--- src/rtl/drop_timer.sv ---
// Gravity timer for the 8x8 LED Tetris game.
// A free-running cycle counter issues a one-cycle drop strobe whose period
// shrinks with the level. A line-clear counter advances that level.

// Combinational +1 stage shared by every counter in this block.
module increment #(
    parameter int unsigned W = 8
) (
    input  logic [W-1:0] in,
    output logic [W-1:0] out
);

    assign out = in + W'(1);

endmodule

module drop_timer #(
    parameter int unsigned WIDTH           = 25,
    parameter int unsigned BASE_PERIOD     = 25000000,
    parameter int unsigned MIN_PERIOD      = 3125000,
    parameter int unsigned FAST_PERIOD     = 2500000,
    parameter int unsigned LINES_PER_LEVEL = 4
) (
    input  logic       clk,
    input  logic       reset,
    input  logic       pause,
    input  logic       restart,
    input  logic       soft_drop,
    input  logic       line_clr,
    output logic       tick,
    output logic [2:0] level
);

    localparam logic [WIDTH-1:0] BASE_W   = WIDTH'(BASE_PERIOD);
    localparam logic [WIDTH-1:0] MIN_W    = WIDTH'(MIN_PERIOD);
    localparam logic [WIDTH-1:0] FAST_W   = WIDTH'(FAST_PERIOD);
    localparam logic [WIDTH-1:0] ONE_W    = WIDTH'(1);
    localparam logic [3:0]       LINES_TC = 4'(LINES_PER_LEVEL - 1);

    logic [WIDTH-1:0] cnt;
    logic [WIDTH-1:0] cnt_next;
    logic [3:0]       lines;
    logic [3:0]       lines_next;
    logic [2:0]       level_next;
    logic [WIDTH-1:0] lvl_p;
    logic [WIDTH-1:0] per;
    logic             term;

    increment #(.W(WIDTH)) u_cnt_inc (
        .in  (cnt),
        .out (cnt_next)
    );

    increment #(.W(4)) u_lines_inc (
        .in  (lines),
        .out (lines_next)
    );

    increment #(.W(3)) u_level_inc (
        .in  (level),
        .out (level_next)
    );

    // Period select. The >= compare lets a shortened period take effect on
    // the next edge instead of letting the counter run up and wrap.
    always_comb begin
        lvl_p = BASE_W >> level;
        if (soft_drop) begin
            per = FAST_W;
        end else if (lvl_p < MIN_W) begin
            per = MIN_W;
        end else begin
            per = lvl_p;
        end
        term = (cnt >= (per - ONE_W));
    end

    // Cycle counter and drop strobe: restart beats pause beats counting.
    always_ff @(posedge clk) begin
        if (!reset) begin
            cnt  <= '0;
            tick <= 1'b0;
        end else if (restart) begin
            cnt  <= '0;
            tick <= 1'b0;
        end else if (pause) begin
            tick <= 1'b0;
        end else if (term) begin
            cnt  <= '0;
            tick <= 1'b1;
        end else begin
            cnt  <= cnt_next;
            tick <= 1'b0;
        end
    end

    // Line and level counters; level saturates at 7 while lines keeps wrapping.
    always_ff @(posedge clk) begin
        if (!reset) begin
            lines <= '0;
            level <= '0;
        end else if (line_clr) begin
            if (lines == LINES_TC) begin
                lines <= '0;
                if (level != 3'd7) begin
                    level <= level_next;
                end
            end else begin
                lines <= lines_next;
            end
        end
    end

endmodule

--- config.mk ---
export PLATFORM = sky130hd
export DESIGN_NAME = drop_timer
export DESIGN_NICKNAME = d
export VERILOG_FILES = /design/src/rtl/drop_timer.sv
export SDC_FILE = /design/constraint.sdc
export NUM_CORES = 1
export LEC_CHECK = 0
export CELL_PAD_IN_SITES_DETAIL_PLACEMENT = 0
export CELL_PAD_IN_SITES_GLOBAL_PLACEMENT = 1
export CORE_MARGIN = 8
export CORE_UTILIZATION = 50
export DETAILED_ROUTE_END_ITERATION = 16
export GPL_TIMING_DRIVEN = 0
export PLACE_DENSITY = 0.95
export SLEW_MARGIN = 10
export SYNTH_ARGS = -nofsm -noshare
export SYNTH_HDL_FRONTEND = slang
export SYNTH_SLANG_ARGS = --single-unit
--- constraint.sdc ---
create_clock -name clk -period 6.7 [get_ports clk]
set_input_delay 0.67 -clock clk [delete_from_list [all_inputs] [get_ports clk]]
set_output_delay 0.67 -clock clk [all_outputs]
set_load 0.1 [all_outputs]
# == After elaboration in Yosys (flattened, before gate mapping) ==
# Cells that the tools add are included.
# op_classes
addsub,4
eq_ne,2
bitwise_logic,1
shift,1
order_cmp,2
n_reduce_logical,3
n_mux,5
# ops
operator,n
25-bit 2-to-1 mux,3
"25-bit by 1-bit adder with 25-bit output, second input constant",1
25-bit >= comparator,1
"25-bit by 22-bit < comparator with 1-bit output, second input constant",1
"25-bit by 3-bit right shift with 25-bit output, first input constant",1
"25-bit by 1-bit subtractor with 25-bit output, second input constant",1
"4-bit by 1-bit adder with 4-bit output, second input constant",1
"4-bit by 2-bit == test with 1-bit output, second input constant",1
4-bit 2-to-1 mux,1
"3-bit by 1-bit adder with 3-bit output, second input constant",1
"3-bit inequality test, second input constant",1
3-bit AND reduction,1
3-bit OR reduction,1
2-bit OR reduction,1
1-bit 2-to-1 mux,1
1-bit inverter,1
# word_totals
in_bits,6
elab_cells,22
output_inout_bits,4
regBits,33

# == Logic depth before layout (Yosys ltp) ==
# Gate-level depths: netlist of the first run.
# depth
word_depth,7
depth_mapped,18
depth_no_buf,16

# == By module ==
# Synthesis of the first run repeated with hierarchy kept, for this count alone.
# unflattened
cells_unflattened,316
area_unflattened_um2,2563.7
# by_module_without_submodules
module,cells_per_inst,seq_area_each_um2,instances,area_each_um2
drop_timer,245,660.6,1,2042.0
increment at u_cnt_inc,63,0.0,1,452.9
increment at u_lines_inc,5,0.0,1,43.8
increment at u_level_inc,3,0.0,1,25.0

# == Worst setup path before layout of the first run ==
# Ideal clock, no wire load.
# synth_path
path_type,reg2reg
startpoint,register level[1]
endpoint,register cnt[24]
slack_ps,2349
path_stages_with_launch,18
required_ps,6630
n_path_buf,2
t_arrival_ps,4281
synth_period_minus_slack_ps,4351
setup_time_ps,70
path_cell_list,dfxtp_1 > ha_1 > ha_1 > nor2_1 > o31ai_1 > nand2_1 > or4b_1 > xnor2_1 > nor3_1 > ha_1 > a211oi_1 > o211ai_1 > o211ai_1 > a31o_1 > buf_4 > a41oi_2 > buf_2 > a21oi_1
# synth_between
elab_chain_len,7
# synth_rtl
element,line,source
start: declaration,31,output logic [2:0] level
start signal: assignment,106,level <= level_next;
25-bit by 3-bit right shift with 25-bit output (*),67,lvl_p = BASE_W >> level;
25-bit by 22-bit < comparator with 1-bit output,70,end else if (lvl_p < MIN_W) begin
25-bit 2-to-1 mux (*),70,
25-bit 2-to-1 mux (*),68,if (soft_drop) begin
25-bit by 1-bit subtractor with 25-bit output (*),75,term = (cnt >= (per - ONE_W));
25-bit >= comparator (*),75,
25-bit 2-to-1 mux (*),88,end else if (term) begin
end signal: assignment,92,cnt <= cnt_next;
end: declaration,40,logic [WIDTH-1:0] cnt;
# Every way passes the cells marked *; elsewhere a longest branch is shown, timed or not.
# A chain may end at the register's enable or synchronous reset.

# == Final worst setup path of the first run ==
# layout_path
startpoint,register level[0]
endpoint,register cnt[24]
# Same word-level chain as after synthesis.

==> qor_table.md, run 1 <==
| Stage | Quantity | Reported |
|:---|:---|:---|
| status | Result of the run | finished, final reports clean |
| global routing | Gr ovfl total | 0 |
| worst setup path | Setup crit start kind | flop |
| detailed routing | DRC violation total after the first TritonRoute iteration | 154 |
| global routing | All-Layer GR Usage | 14.6% |
| cts | H-tree Lvls | 2 |
| worst setup path | Critical path required time | 6.92 ns |
| power | P_leak | 1.11 nW |
| logic synthesis | Fraction of the mapped netlist area in simple logic gates | 28.7% |
| timing | Maximum clock frequency | 233 MHz |
| logic synthesis | Synth unique cells | 44 |
| timing | Slew at the pin closest to its max-slew limit | 0.971 ns |
| cts | TritonCTS clock tree | built |
| power | Net Sw Power | 0.0950 mW |
| die | Standard-cell row count | 25 |
| cts | Clock buffer depth | 2 |
| cells and area | Number of non-filler instances in the completed layout | 389 |
| cells and area | Number of antenna cells inserted | 0 |
| logic synthesis | Synthesized flop and latch total | 33 |
| timing | Slew Limit Fails | 0 |
| logic synthesis | Area fraction of the dominant cell type after synthesis | 26.9% |
| die | Die Height | 86.0 um |
| logic synthesis | Synth warnings | 0 |
| die | Top-level I/O count | 10 |
| global routing | Initial antenna violation count | 0 |
| placed design | Buffers added on ports | 8 |
| power | Combinational group share of total power | 8.6% |
| cells and area | Final core utilization | 57.7% |
| timing | RSZ-0062 raised after global routing | no |
| timing | Worst slew margin relative to its limit | 35.1% |
| logic synthesis | Count of mapped cells out of synthesis | 304 |
| cts | Sink Count | 33 |
| detailed routing | Total number of vias | 2,153 |
| logic synthesis | Main combinational cell family by area after synthesis | simple AND/OR/NAND/NOR gates |
| cts | Library cell used as clock root buffer | clkbuf_8 |
| timing | Final setup TNS | 0 ns |
| timing | Number of hold violations in the final report | 0 |
| flow run | Max_cap viols | 0 |
| logic synthesis | Sequential area share after synthesis | 26.9% |
| logic synthesis | Synth Area in Adders | 18.4% |
| detailed routing | Vias per cell | 5.53 |
| cells and area | Net total in the final layout | 363 |
| global routing | Vias in the first global route | 1,931 |
| global routing | Global-route wire length before repair | 8.79 mm |
| worst setup path | Arrival time at the worst endpoint | 4.52 ns |
| power | Power per cell area | 146 mW/mm2 |
| logic synthesis | Parity-gate share of the synthesized area counting xor and xnor cells | 8.57% |
| power | Total Power | 0.399 mW |
| placed design | Placement Cell Area | 0.00262 mm2 |
| timing | Final critical-path share of the clock period | 64.1% |
| detailed routing | Total Wirelength | 5.15 mm |
| detailed routing | Count of nets left with antenna violations after detail routing | 0 |
| min path | Hold crit path type | flop to flop |
| cts | Post CTS Setup Buffer Count | 0 |
| cells and area | Filler Cell Count | 440 |
| logic synthesis | Number of enable flip-flop cells after synthesis | 0 |
| power | Worst VDD drop | 0.0000972 V |
| die | Initial Util | 51.9% |
| logic synthesis | Post-synthesis compound-gate area fraction | 11.9% |
| timing | Final Critical Period | 4.30 ns |
| global routing | Pin count of the biggest net entering global routing | 11 |
| logic synthesis | Proportion of register bits with asynchronous set or reset after synthesis | 0% |
| cts | Worst-Skew Late Latency | 0.28 ns |
| cts | Resized Gates After CTS | 0 |
| die | Area of the core | 0.00472 mm2 |
| cells and area | Fin area | 0.00273 mm2 |
| detailed routing | Routed wirelength normalized by instance count | 13.2 um |
| cells and area | Share of cells above drive strength 1 | 6.21% |
| cts | Clk pin slew, worst setup/hold paths | 0.07 ns |
| worst setup path | Critical Path End Type | flop |
| worst setup path | Type of the worst setup path | flop to flop |
| logic synthesis | Predominant post-synthesis flop cell | dfxtp_1 |
| logic synthesis | Share of synthesized area spent on multiplexers | 1.22% |
| power | Sequential Power Share | 49.9% |
| placed design | Dpl hpwl | 4.05 mm |
| cts | Count of hold buffers inserted by post-cts repair | 0 |
| power | Switching fraction of total power | 23.8% |
| cts | Total clock buffers created by CTS | 5 |
| power | Clock network power share | 41.5% |
| die | Total Die Area | 0.00740 mm2 |
| worst setup path | Biggest fanout along the worst timing path | 10 |
| power | Internal power summed over all cells | 0.304 mW |
| placed design | Final estimated routing congestion in global placement | 0.799 |
| timing | Final worst clock skew | 0.00253 ns |
| logic synthesis | Biggest area contributors in the synthesized netlist | dfxtp_1 (27%), ha_1 (18%), nor2_1 (5.2%) |
| logic synthesis | Syn Std Cell Area | 0.00245 mm2 |
| logic synthesis | Biggest area consumer among synthesized cells | dfxtp_1 |
| placed design | Cell total after placement | 381 |
| timing | Final-report setup violation count | 0 |
| logic synthesis | Mean instance size in the synthesized netlist | 8.07 um2 |
| detailed routing | Detailed-router iteration count before antenna repair | 4 |
| cells and area | Layout Area Growth over Synthesis | 11.1% |
| die | Die W | 86.0 um |
| detailed routing | DRC | 0 |
placed cells by master (no fill, tap or decap), types with 3 or more instances in the layout:
master           instances
a211oi_1                 3
a21o_1                   3
a21oi_1                 14
a31oi_1                  4
and2_1                   4
and3_1                   8
clkbuf_1                 5
clkbuf_8                 7
clkdlybuf4s50_1          8
conb_1                   4
dfxtp_1                 33
ha_1                    36
inv_1                   13
mux2i_1                  3
nand2_1                 28
nand2b_1                 3
nand3_1                 17
nand4_1                 16
nor2_1                  34
nor2b_1                  6
nor3_1                   8
o211ai_1                 3
o21ai_0                 10
o31ai_1                  3
xnor2_1                 11
xor2_1                  13
flip-flops by register name (all words and copies together) (netlist names):
signal and count:
level 3, cnt 25, tick 1, lines 4
cell type report:
type | instances | area [um2] | share of cell area, %
Buffer | 10 | 48.8 | 1.79
Clock buffer | 7 | 96.3 | 3.54
Clock inverter | 1 | 5.00 | 0.184
Inverter | 13 | 48.8 | 1.79
Multi-Input combinational cell | 250 | 1700 | 62.4
Sequential cell | 33 | 661 | 24.2
Tap cell | 67 | 83.8 | 3.08
Timing Repair Buffer | 8 | 80.1 | 2.94
cells in the mapped netlist, drive strengths merged (2+ instances only):
cell     count
ha          36
nor2        35
dfxtp       33
nand2       28
nand3       18
nand4       17
a21oi       14
inv         13
xor2        13
xnor2       11
o21ai       10
and3         9
nor3         9
clkbuf       6
nor2b        6
a31oi        4
and2         4
buf          4
a211oi       3
a21o         3
mux2i        3
nand2b       3
o211ai       3
o31ai        3
a2111oi      2
conb         2
nor4         2
kinds of logic after synthesis:
| group | count (synthesis) |
|---|---|
| DFF | 33 |
| xor gates and xnor gates | 24 |
| other | 2 |
| muxes | 3 |
| adders and majority gates | 36 |
| and+or+nand+nor | 137 |
| buffers and inverters | 23 |
| AOI/OAI and AO/OA | 46 |
critical path, cell delays in order (launching register included):
cell and delay (ns):
dfxtp_1 0.38, ha_1 0.34, inv_1 0.18, ha_1 0.19, nor2_1 0.05, o31ai_1 0.32, nand2_1 0.13, or4b_1 0.50
xnor2_1 0.14, nor3_1 0.17, ha_1 0.29, a211oi_1 0.30, o211ai_1 0.13, o211ai_1 0.24, a31o_1 0.17, buf_4 0.17
a41oi_2 0.17, buf_2 0.23, a21oi_1 0.12
through the flow:
stage | worst slack [ns] | hold slack (ns)
final | 2.40 | 0.508
after detailed placement | 2.44 | 0.499
after CTS | 2.42 | 0.509
after floorplan | 2.35 | 0.457
after global routing | 2.08 | 0.519
after global placement | 2.46 | 0.476
final timing paths:
path | end | slack (ns) | start | cells past startpoint
setup / recovery | cnt[24] | 2.40 | level[0] | 18
hold / removal | lines[2] | 0.51 | lines[2] | 2
setup reg to reg | cnt[24] | 2.40 | level[0] | 18
hold reg to reg | lines[2] | 0.51 | lines[2] | 2
power groups by stage:
stage / Clock [mW] / Combinational, mW / Sequential, mW
CTS: 0.170 / 0.0342 / 0.199
finish: 0.165 / 0.0343 / 0.199
detailed placement: 0 / 0.0340 / 0.203
floorplan: 0 / 0.0232 / 0.204
global route: 0.178 / 0.0387 / 0.199
global placement: 0 / 0.0337 / 0.203
routing by layer:
layer	track usage [%]	up-vias	wire, um
met5	0	-	0
met4	6.05	0	84
met3	3.06	12	242
met2	22.9	45	2360
met1	18.8	989	2460
li1	-	1107	-
(Power assumes the default switching activity.)
==> run 2: changes to the inputs <==
Settings changed: CORE_UTILIZATION 50 to 46, PLACE_DENSITY 0.95 to 0.91.
Clock period 6.7 ns to 4.5 ns, I/O delays scaled along.
==> run 2 against run 1 <==
Core utilization down 4.3 points. First-iteration DRC count down 14%. Largest cell class unchanged. Sequential share of layout area down 0.17 points. Highest routed layer unchanged. Register-to-register slack worse by 2.1 ns. Non-clock buffer count unchanged. Global-route usage up 0.24 points. Via count down 2.4%. Largest power group unchanged. Sequential power up 49%. Worst setup slack worse by 2.1 ns.
==> qor_table.md, run 2 (synthesized netlist as in run 1, its figures left out) <==
| Stage | Quantity | Reported | Delta |
|:---|:---|:---|:---|
| cells and area | Largest regs | cnt x25, lines x4, level x3 |  |
| cells and area | Register ranked first by flip-flop count | cnt |  |
| worst setup path | Most numerous cell on the critical path | ha_1 |  |
| cells and area | Share of cells above drive strength 1 | 6.83% | +0.62 points |
| die | Standard-cell row count | 26 | +4.0% |
| cts | Worst-Skew Late Latency | 0.29 ns | about the same |
| min path | Hold crit path type | flop to flop |  |
| placed design | Dpl hpwl | 4.13 mm | +2.0% |
| worst setup path | Slowest Stage Delay on Critical Path | 0.49 ns | about the same |
| worst setup path | Largest delay contributor family on the critical path | compound AO/OA/AOI/OAI gates |  |
| die | Initial Util | 47.7% | -4.2 points |
| power | Combinational group share of total power | 8.6% | about the same |
| detailed routing | Routed wirelength normalized by instance count | 13.5 um | +2.3% |
| timing | Worst Hold Slack | 0.495 ns | -0.0134 ns |
| cts | Post CTS Setup Buffer Count | 0 | unchanged |
| power | Worst VDD drop | 0.000190 V | +95% |
| detailed routing | Total number of vias | 2,101 | -2.4% |
| timing | RSZ-0062 raised after global routing | no |  |
| cts | Sink Count | 33 | unchanged |
| global routing | All-Layer GR Usage | 14.8% | +0.24 points |
| die | Die W | 89.0 um | +3.5% |
| worst setup path | Arrival time at the worst endpoint | 4.35 ns | -0.17 ns |
| cts | Clock buffer depth | 2 | unchanged |
| cells and area | Most frequent cells in the layout | ha_1 (36), nor2_1 (34), dfxtp_1 (33) |  |
| timing | Final worst-path setup slack | 0.335 ns | -2.07 ns |
| power | Sequential Power Share | 49.5% | -0.4 points |
| cells and area | Number of non-filler instances in the completed layout | 392 | +0.77% |
| placed design | Final estimated routing congestion in global placement | 0.812 | +1.6% |
| cells and area | Net total in the final layout | 363 | unchanged |
| detailed routing | Detailed-router iteration count before antenna repair | 4 | unchanged |
| worst setup path | Biggest fanout along the worst timing path | 10 | unchanged |
| power | Switching fraction of total power | 24.3% | +0.44 points |
| power | Power per cell area | 218 mW/mm2 | +49% |
| detailed routing | Vias per cell | 5.36 | -3.2% |
| power | Clock network power share | 41.8% | +0.3 points |
| worst setup path | WP buf/inv | 3 | unchanged |
| die | Area of the core | 0.00514 mm2 | +8.8% |
| worst setup path | Type of the worst setup path | flop to flop |  |
| power | Net Sw Power | 0.145 mW | +53% |
| global routing | Pin count of the biggest net entering global routing | 11 | unchanged |
| cells and area | Leading cell type in the layout, fill and taps excluded | ha_1 |  |
| cts | Count of hold buffers inserted by post-cts repair | 0 | unchanged |
| die | Die Height | 89.0 um | +3.5% |
| timing | Final setup TNS | 0 ns | unchanged |
| die | Total Die Area | 0.00792 mm2 | +7.0% |
| timing | Maximum clock frequency | 240 MHz | +3.2% |
| cells and area | Filler Cell Count | 538 | +22% |
| die | Top-level I/O count | 10 | unchanged |
| power | Internal power summed over all cells | 0.453 mW | +49% |
| global routing | Initial antenna violation count | 0 | unchanged |
| cells and area | Register area | 661 um2 | unchanged |
| cts | Resized Gates After CTS | 0 | unchanged |
| global routing | Global-route wire length before repair | 9.23 mm | +5.0% |
| cts | H-tree Lvls | 2 | unchanged |
| worst setup path | Ordered cell list for the critical path | ha_1, inv_1, ha_1, nor2_1, o31ai_2, nand2_1, or4b_1, xnor2_1, nor3_1, ha_1, o21ai_0, a211oi_1, o211ai_1, a31o_1, buf_4, a41oi_2, clkbuf_4, nor2b_1 |  |
| detailed routing | DRC violation total after the first TritonRoute iteration | 133 | -14% |
| timing | Final worst clock skew | 0.00438 ns | +0.00184 ns |
| cells and area | Area of the multi-input gates | 0.00171 mm2 | +0.59% |
| worst setup path | Critical path required time | 4.68 ns | -2.24 ns |
| cts | TritonCTS clock tree | built |  |
| timing | Worst slew margin relative to its limit | 31.6% | -3.4 points |
| placed design | Cell total after placement | 384 | +0.79% |
| cts | Clk pin slew, worst setup/hold paths | 0.07 ns | about the same |
| power | P_leak | 1.12 nW | +0.32% |
| timing | Slew at the pin closest to its max-slew limit | 1.02 ns | +0.0454 ns |
| detailed routing | Total Wirelength | 5.30 mm | +3.1% |
| worst setup path | Critical path origin | level[1] |  |
| placed design | Post-Place Worst Slack | 0.241 ns | -2.20 ns |
| global routing | Gr ovfl total | 0 | unchanged |
| timing | Final Critical Period | 4.16 ns | -0.132 ns |
| detailed routing | Count of nets left with antenna violations after detail routing | 0 | unchanged |
| worst setup path | Slowest library cell on the worst path | or4b_1 |  |
| global routing | Vias in the first global route | 1,988 | +3.0% |
| detailed routing | DRC | 0 | unchanged |
| cells and area | Layout Area Growth over Synthesis | 11.9% |  |
| flow run | Max_cap viols | 0 | unchanged |
| cells and area | Number of antenna cells inserted | 0 | unchanged |
| worst setup path | Reg-to-reg startpoint | level[1] |  |
| cells and area | Max reg flops | 25 | unchanged |
| timing | Final-report setup violation count | 0 | unchanged |
| placed design | Buffers added on ports | 8 | unchanged |
| worst setup path | Setup crit start kind | flop |  |
| timing | Slew Limit Fails | 0 | unchanged |
| timing | Final critical-path share of the clock period | 92.5% | +28 points |
| min path | Hold Crit Start | lines[2] |  |
| worst setup path | Critical Path End Type | flop |  |
| cts | Total clock buffers created by CTS | 5 | unchanged |
| status | Result of the run | finished, final reports clean |  |
| timing | Number of hold violations in the final report | 0 | unchanged |
| cts | Library cell used as clock root buffer | clkbuf_8 |  |
[run 2: area by class of cell]
class                      instances  share of cell area [%]
tap                               70                    3.19
inverter                          13                    1.78
clock buffer                       7                    3.51
clock inverter                     1                   0.182
buffer                            10                    1.96
timing repair buffer               8                    2.92
multi-input combinational        250                    62.4
sequential                        33                    24.1
[run 2: worst paths after layout]
kind / endpoint / slack [ns] / cells after the start
worst min register to register: lines[2] / 0.49 / 2
worst max-delay path: cnt[19] / 0.34 / 18
worst max register to register: cnt[19] / 0.34 / 18
worst min-delay path: lines[2] / 0.49 / 2
[run 2: worst reg2reg max path, delay by kind of cell (launching register included)]
family                   cells  cell delay (ns)
AO/OA/AOI/OAI                6             1.28
XOR/XNOR                     1             0.16
adder cells (fa/ha/maj)      3             0.85
buffers and inverters        3             0.58
flip-flops                   1             0.39
AND/OR/NAND/NOR              5             0.80
[run 2: metal layers]
layer / track usage (%) / part of all wire (%) / up-vias
met5: 0 / 0 / -
met4: 2.72 / 0.72 / 0
met3: 4.14 / 3.0 / 4
met2: 23.7 / 47 / 28
met1: 19.5 / 49 / 968
li1: - / - / 1101
[run 2: power groups by stage]
| stage | logic (mW) | clock network (mW) | registers (mW) |
|---|---|---|---|
| 2_1_floorplan | 0.0346 | 0 | 0.303 |
| 3_5_place_dp | 0.0503 | 0 | 0.303 |
| 4_1_cts | 0.0505 | 0.262 | 0.296 |
| 3_3_place_gp | 0.0497 | 0 | 0.303 |
| 5_1_grt | 0.0605 | 0.270 | 0.296 |
| 6_report | 0.0516 | 0.250 | 0.296 |
[run 2: per-stage QoR]
step	util, %	area [um2]	power [mW]
2_1_floorplan	-	2460	0.338
3_3_place_gp	51.1	2630	0.352
3_5_place_dp	51.1	2630	0.353
4_1_cts	53.1	2730	0.608
5_1_grt	53.4	2740	0.627
6_report	53.4	2740	0.598
==> run 3: changes to the inputs <==
Settings changed: CORE_UTILIZATION 46 to 42, PLACE_DENSITY 0.91 to 0.88.
Clock period 4.5 ns to 3.7 ns, I/O delays scaled along.
==> run 3 against run 2 <==
Register-to-register slack worse by 0.40 ns. Clock power is 52% higher. Power is 36% higher. Clock skew is 0.0020 ns higher. Die area is 7.8% higher. Count of clock-buffer cells in the layout is 1 lower. Final cell count is 5.4% higher. Critical path depth is 2 lower. The flow now finishes with violations (negative setup slack). Routed wire length is 13% higher. Flip-flop and latch count stayed put. Combinational power is 50% higher.
==> qor_table.md, run 3 (synthesized netlist as in run 1, its figures left out) <==
| Stage | Quantity | Reported | Delta |
|:---|:---|:---|:---|
| status | Result of the run | finished with violations |  |
| status | Failing checks | negative setup slack |  |
| power | Power per cell area | 257 mW/mm2 | +18% |
| cts | Total clock buffers created by CTS | 5 | unchanged |
| timing | Final Critical Period | 3.76 ns | -0.404 ns |
| cells and area | Register ranked first by flip-flop count | cnt |  |
| cts | Count of hold buffers inserted by post-cts repair | 0 | unchanged |
| cells and area | Net total in the final layout | 379 | +4.4% |
| min path | Instance count along the most critical hold path | 2 | unchanged |
| worst setup path | Setup crit start kind | flop |  |
| cts | TritonCTS clock tree | built |  |
| cts | H-tree Lvls | 2 | unchanged |
| worst setup path | Internal reg-to-reg setup slack | -0.06 ns | -0.40 ns |
| worst setup path | Type of the worst setup path | flop to flop |  |
| global routing | Pin count of the biggest net entering global routing | 12 | +1 |
| detailed routing | Wire length on met1 | 2.67 mm | +2.9% |
| detailed routing | Detailed-router iteration count before antenna repair | 4 | unchanged |
| die | Top-level I/O count | 10 | unchanged |
| power | Clock network power share | 46.6% | +4.8 points |
| power | Worst VDD drop | 0.000156 V | -18% |
| timing | Number of hold violations in the final report | 0 | unchanged |
| cts | Library cell used as clock root buffer | clkbuf_8 |  |
| timing | Final worst-path setup slack | -0.0604 ns | -0.396 ns |
| worst setup path | Biggest fanout along the worst timing path | 5 | -5 |
| timing | Worst Hold Slack | 0.484 ns | -0.0110 ns |
| min path | Hold crit path type | flop to flop |  |
| global routing | Gr ovfl total | 0 | unchanged |
| timing | Final worst clock skew | 0.00638 ns | +0.00201 ns |
| cells and area | Leading cell type in the layout, fill and taps excluded | dfxtp_1 |  |
| worst setup path | Slowest library cell on the worst path | or4b_4 |  |
| power | Sequential Power Share | 43.9% | -5.6 points |
| detailed routing | Total number of vias | 2,277 | +8.4% |
| cells and area | Share of cells above drive strength 1 | 22.8% | +16 points |
| worst setup path | Ordered cell list for the critical path | clkinvlp_4, ha_4, mux2i_4, nand2b_4, nor2_2, or4b_4, xnor2_2, nor3_2, ha_1, o21ai_2, a211oi_2, o211ai_1, a31o_2, a41oi_4, buf_6, nor2_1 |  |
| detailed routing | Detailed-routed wire length on met2 | 3.03 mm | +21% |
| cts | Sink Count | 33 | unchanged |
| timing | Final-report setup violation count | 20 | +20 |
| power | P_leak | 1.23 nW | +10% |
| detailed routing | Vias per cell | 5.51 | +2.9% |
| die | Total Die Area | 0.00854 mm2 | +7.8% |
| cells and area | Layout Area Growth over Synthesis | 29.6% |  |
| detailed routing | DRC | 0 | unchanged |
| timing | RSZ-0062 raised after global routing | yes |  |
| cts | Worst-Skew Late Latency | 0.29 ns | about the same |
| die | Standard-cell row count | 28 | +7.7% |
| die | Die W | 92.4 um | +3.8% |
| power | Combinational group share of total power | 9.5% | +0.9 points |
| timing | Maximum clock frequency | 266 MHz | +11% |
| cells and area | Largest regs | cnt x25, lines x4, level x3 |  |
| die | Die Height | 92.4 um | +3.8% |
| detailed routing | Total Wirelength | 5.99 mm | +13% |
| worst setup path | Arrival time at the worst endpoint | 3.94 ns | -0.41 ns |
| power | Internal power summed over all cells | 0.627 mW | +39% |
| power | Net Sw Power | 0.188 mW | +30% |
| detailed routing | Count of nets left with antenna violations after detail routing | 0 | unchanged |
| global routing | Initial antenna violation count | 0 | unchanged |
| placed design | Buffers added on ports | 8 | unchanged |
| power | Switching fraction of total power | 23.1% | -1.2 points |
| timing | Final setup TNS | -0.965 ns | -0.965 ns |
| die | Area of the core | 0.00578 mm2 | +12% |
| timing | Slew Limit Fails | 0 | unchanged |
| placed design | Dpl hpwl | 4.09 mm | -0.97% |
| die | Initial Util | 42.4% | -5.3 points |
| timing | Slew at the pin closest to its max-slew limit | 1.06 ns | +0.0395 ns |
| detailed routing | Met3 Wirelength | 147 um | -8.7% |
| cells and area | Max reg flops | 25 | unchanged |
| placed design | Final estimated routing congestion in global placement | 0.820 | +1.0% |
| detailed routing | DRC violation total after the first TritonRoute iteration | 131 | -1.5% |
| cts | Clk pin slew, worst setup/hold paths | 0.07 ns | about the same |
| cells and area | Number of antenna cells inserted | 0 | unchanged |
| cells and area | Most frequent cells in the layout | dfxtp_1 (30), ha_1 (29), nand2_1 (27) |  |
| timing | Worst slew margin relative to its limit | 29.0% | -2.7 points |
| worst setup path | Worst-case reg-to-reg path depth | 16 | -2 |
| worst setup path | Critical Path End Type | flop |  |
| global routing | All-Layer GR Usage | 14.6% | -0.26 points |
| detailed routing | Highest metal used | met4 |  |
| worst setup path | Critical path required time | 3.88 ns | -0.80 ns |
| detailed routing | Routed wirelength normalized by instance count | 14.5 um | +7.1% |
| cts | Clock buffer depth | 2 | unchanged |
| worst setup path | Slowest Stage Delay on Critical Path | 0.49 ns | about the same |
| timing | Final critical-path share of the clock period | 102% | +9.1 points |
| flow run | Max_cap viols | 0 | unchanged |
| global routing | Global-route wire length before repair | 10.2 mm | +10% |
| global routing | Vias in the first global route | 2,188 | +10% |
## run 3: cell count changes in the layout (fill, tap and decap cells not counted), moves of 4 or more
cell    before  now
buf_4        2   15
nor2_1      34   20
nor2_2       0   10
nor2_4       1    5
ha_1        36   29
ha_4         0    7
buf_6        0    5
## run 3: worst max-delay path, delay by kind of cell (launching register included)
family	cells	cell delay [ns]
muxes	1	0.19
adders and majority gates	2	0.58
buffers and inverters	2	0.34
AOI/OAI and AO/OA	5	1.16
xor gates and xnor gates	1	0.16
DFF	1	0.40
and+or+nand+nor	5	0.80
## run 3: what timing repair did
action                                  in CTS  in global routing
endpoints found under the setup margin      26                 26
setup buffers                               11                  4
pin swaps                                   33                 16
cloned                                       2                  0
gates resized for setup                     34                 32
## run 3: final timing paths
kind / start / endpoint
min: lines[2] / lines[2]
max: level[0] / cnt[11]
max reg2reg: level[0] / cnt[11]
min reg2reg: lines[2] / lines[2]
## run 3: power groups by stage
stage / Sequential, mW / Combinational, mW / Clock [mW]
final: 0.358 / 0.0775 / 0.380
after detailed placement: 0.366 / 0.0615 / 0
after global routing: 0.358 / 0.0866 / 0.406
after CTS: 0.358 / 0.0721 / 0.392
after global placement: 0.366 / 0.0608 / 0
after floorplan: 0.367 / 0.0421 / 0
## run 3: area by class of cell
cell class | instances | area [um2]
flip-flops and latches | 33 | 672
fillers | 549 | 2600
clock buffers | 6 | 93.8
clock inverters | 2 | 35.0
multi-input cells | 250 | 1950
well taps | 75 | 93.8
plain buffers | 9 | 62.6
repair buffers | 25 | 219
inverters | 13 | 57.6
## run 3: metal layers
metal	up-vias	global-route usage (%)
met2	35	26.0
met3	15	2.99
li1	1145	-
met5	-	0
met4	0	4.43
met1	1082	17.0
## run 3: through the flow
stage	utilization (%)	setup slack, ns	area (um2)	std cells	total power, mW
after global routing	55.0	-0.210	3180	413	0.851
after CTS	52.1	-0.120	3010	410	0.822
after detailed placement	46.0	-0.423	2660	389	0.428
after floorplan	-	0.0105	2480	306	0.409
after global placement	46.0	-0.389	2660	389	0.427
final	55.0	-0.0604	3180	413	0.816
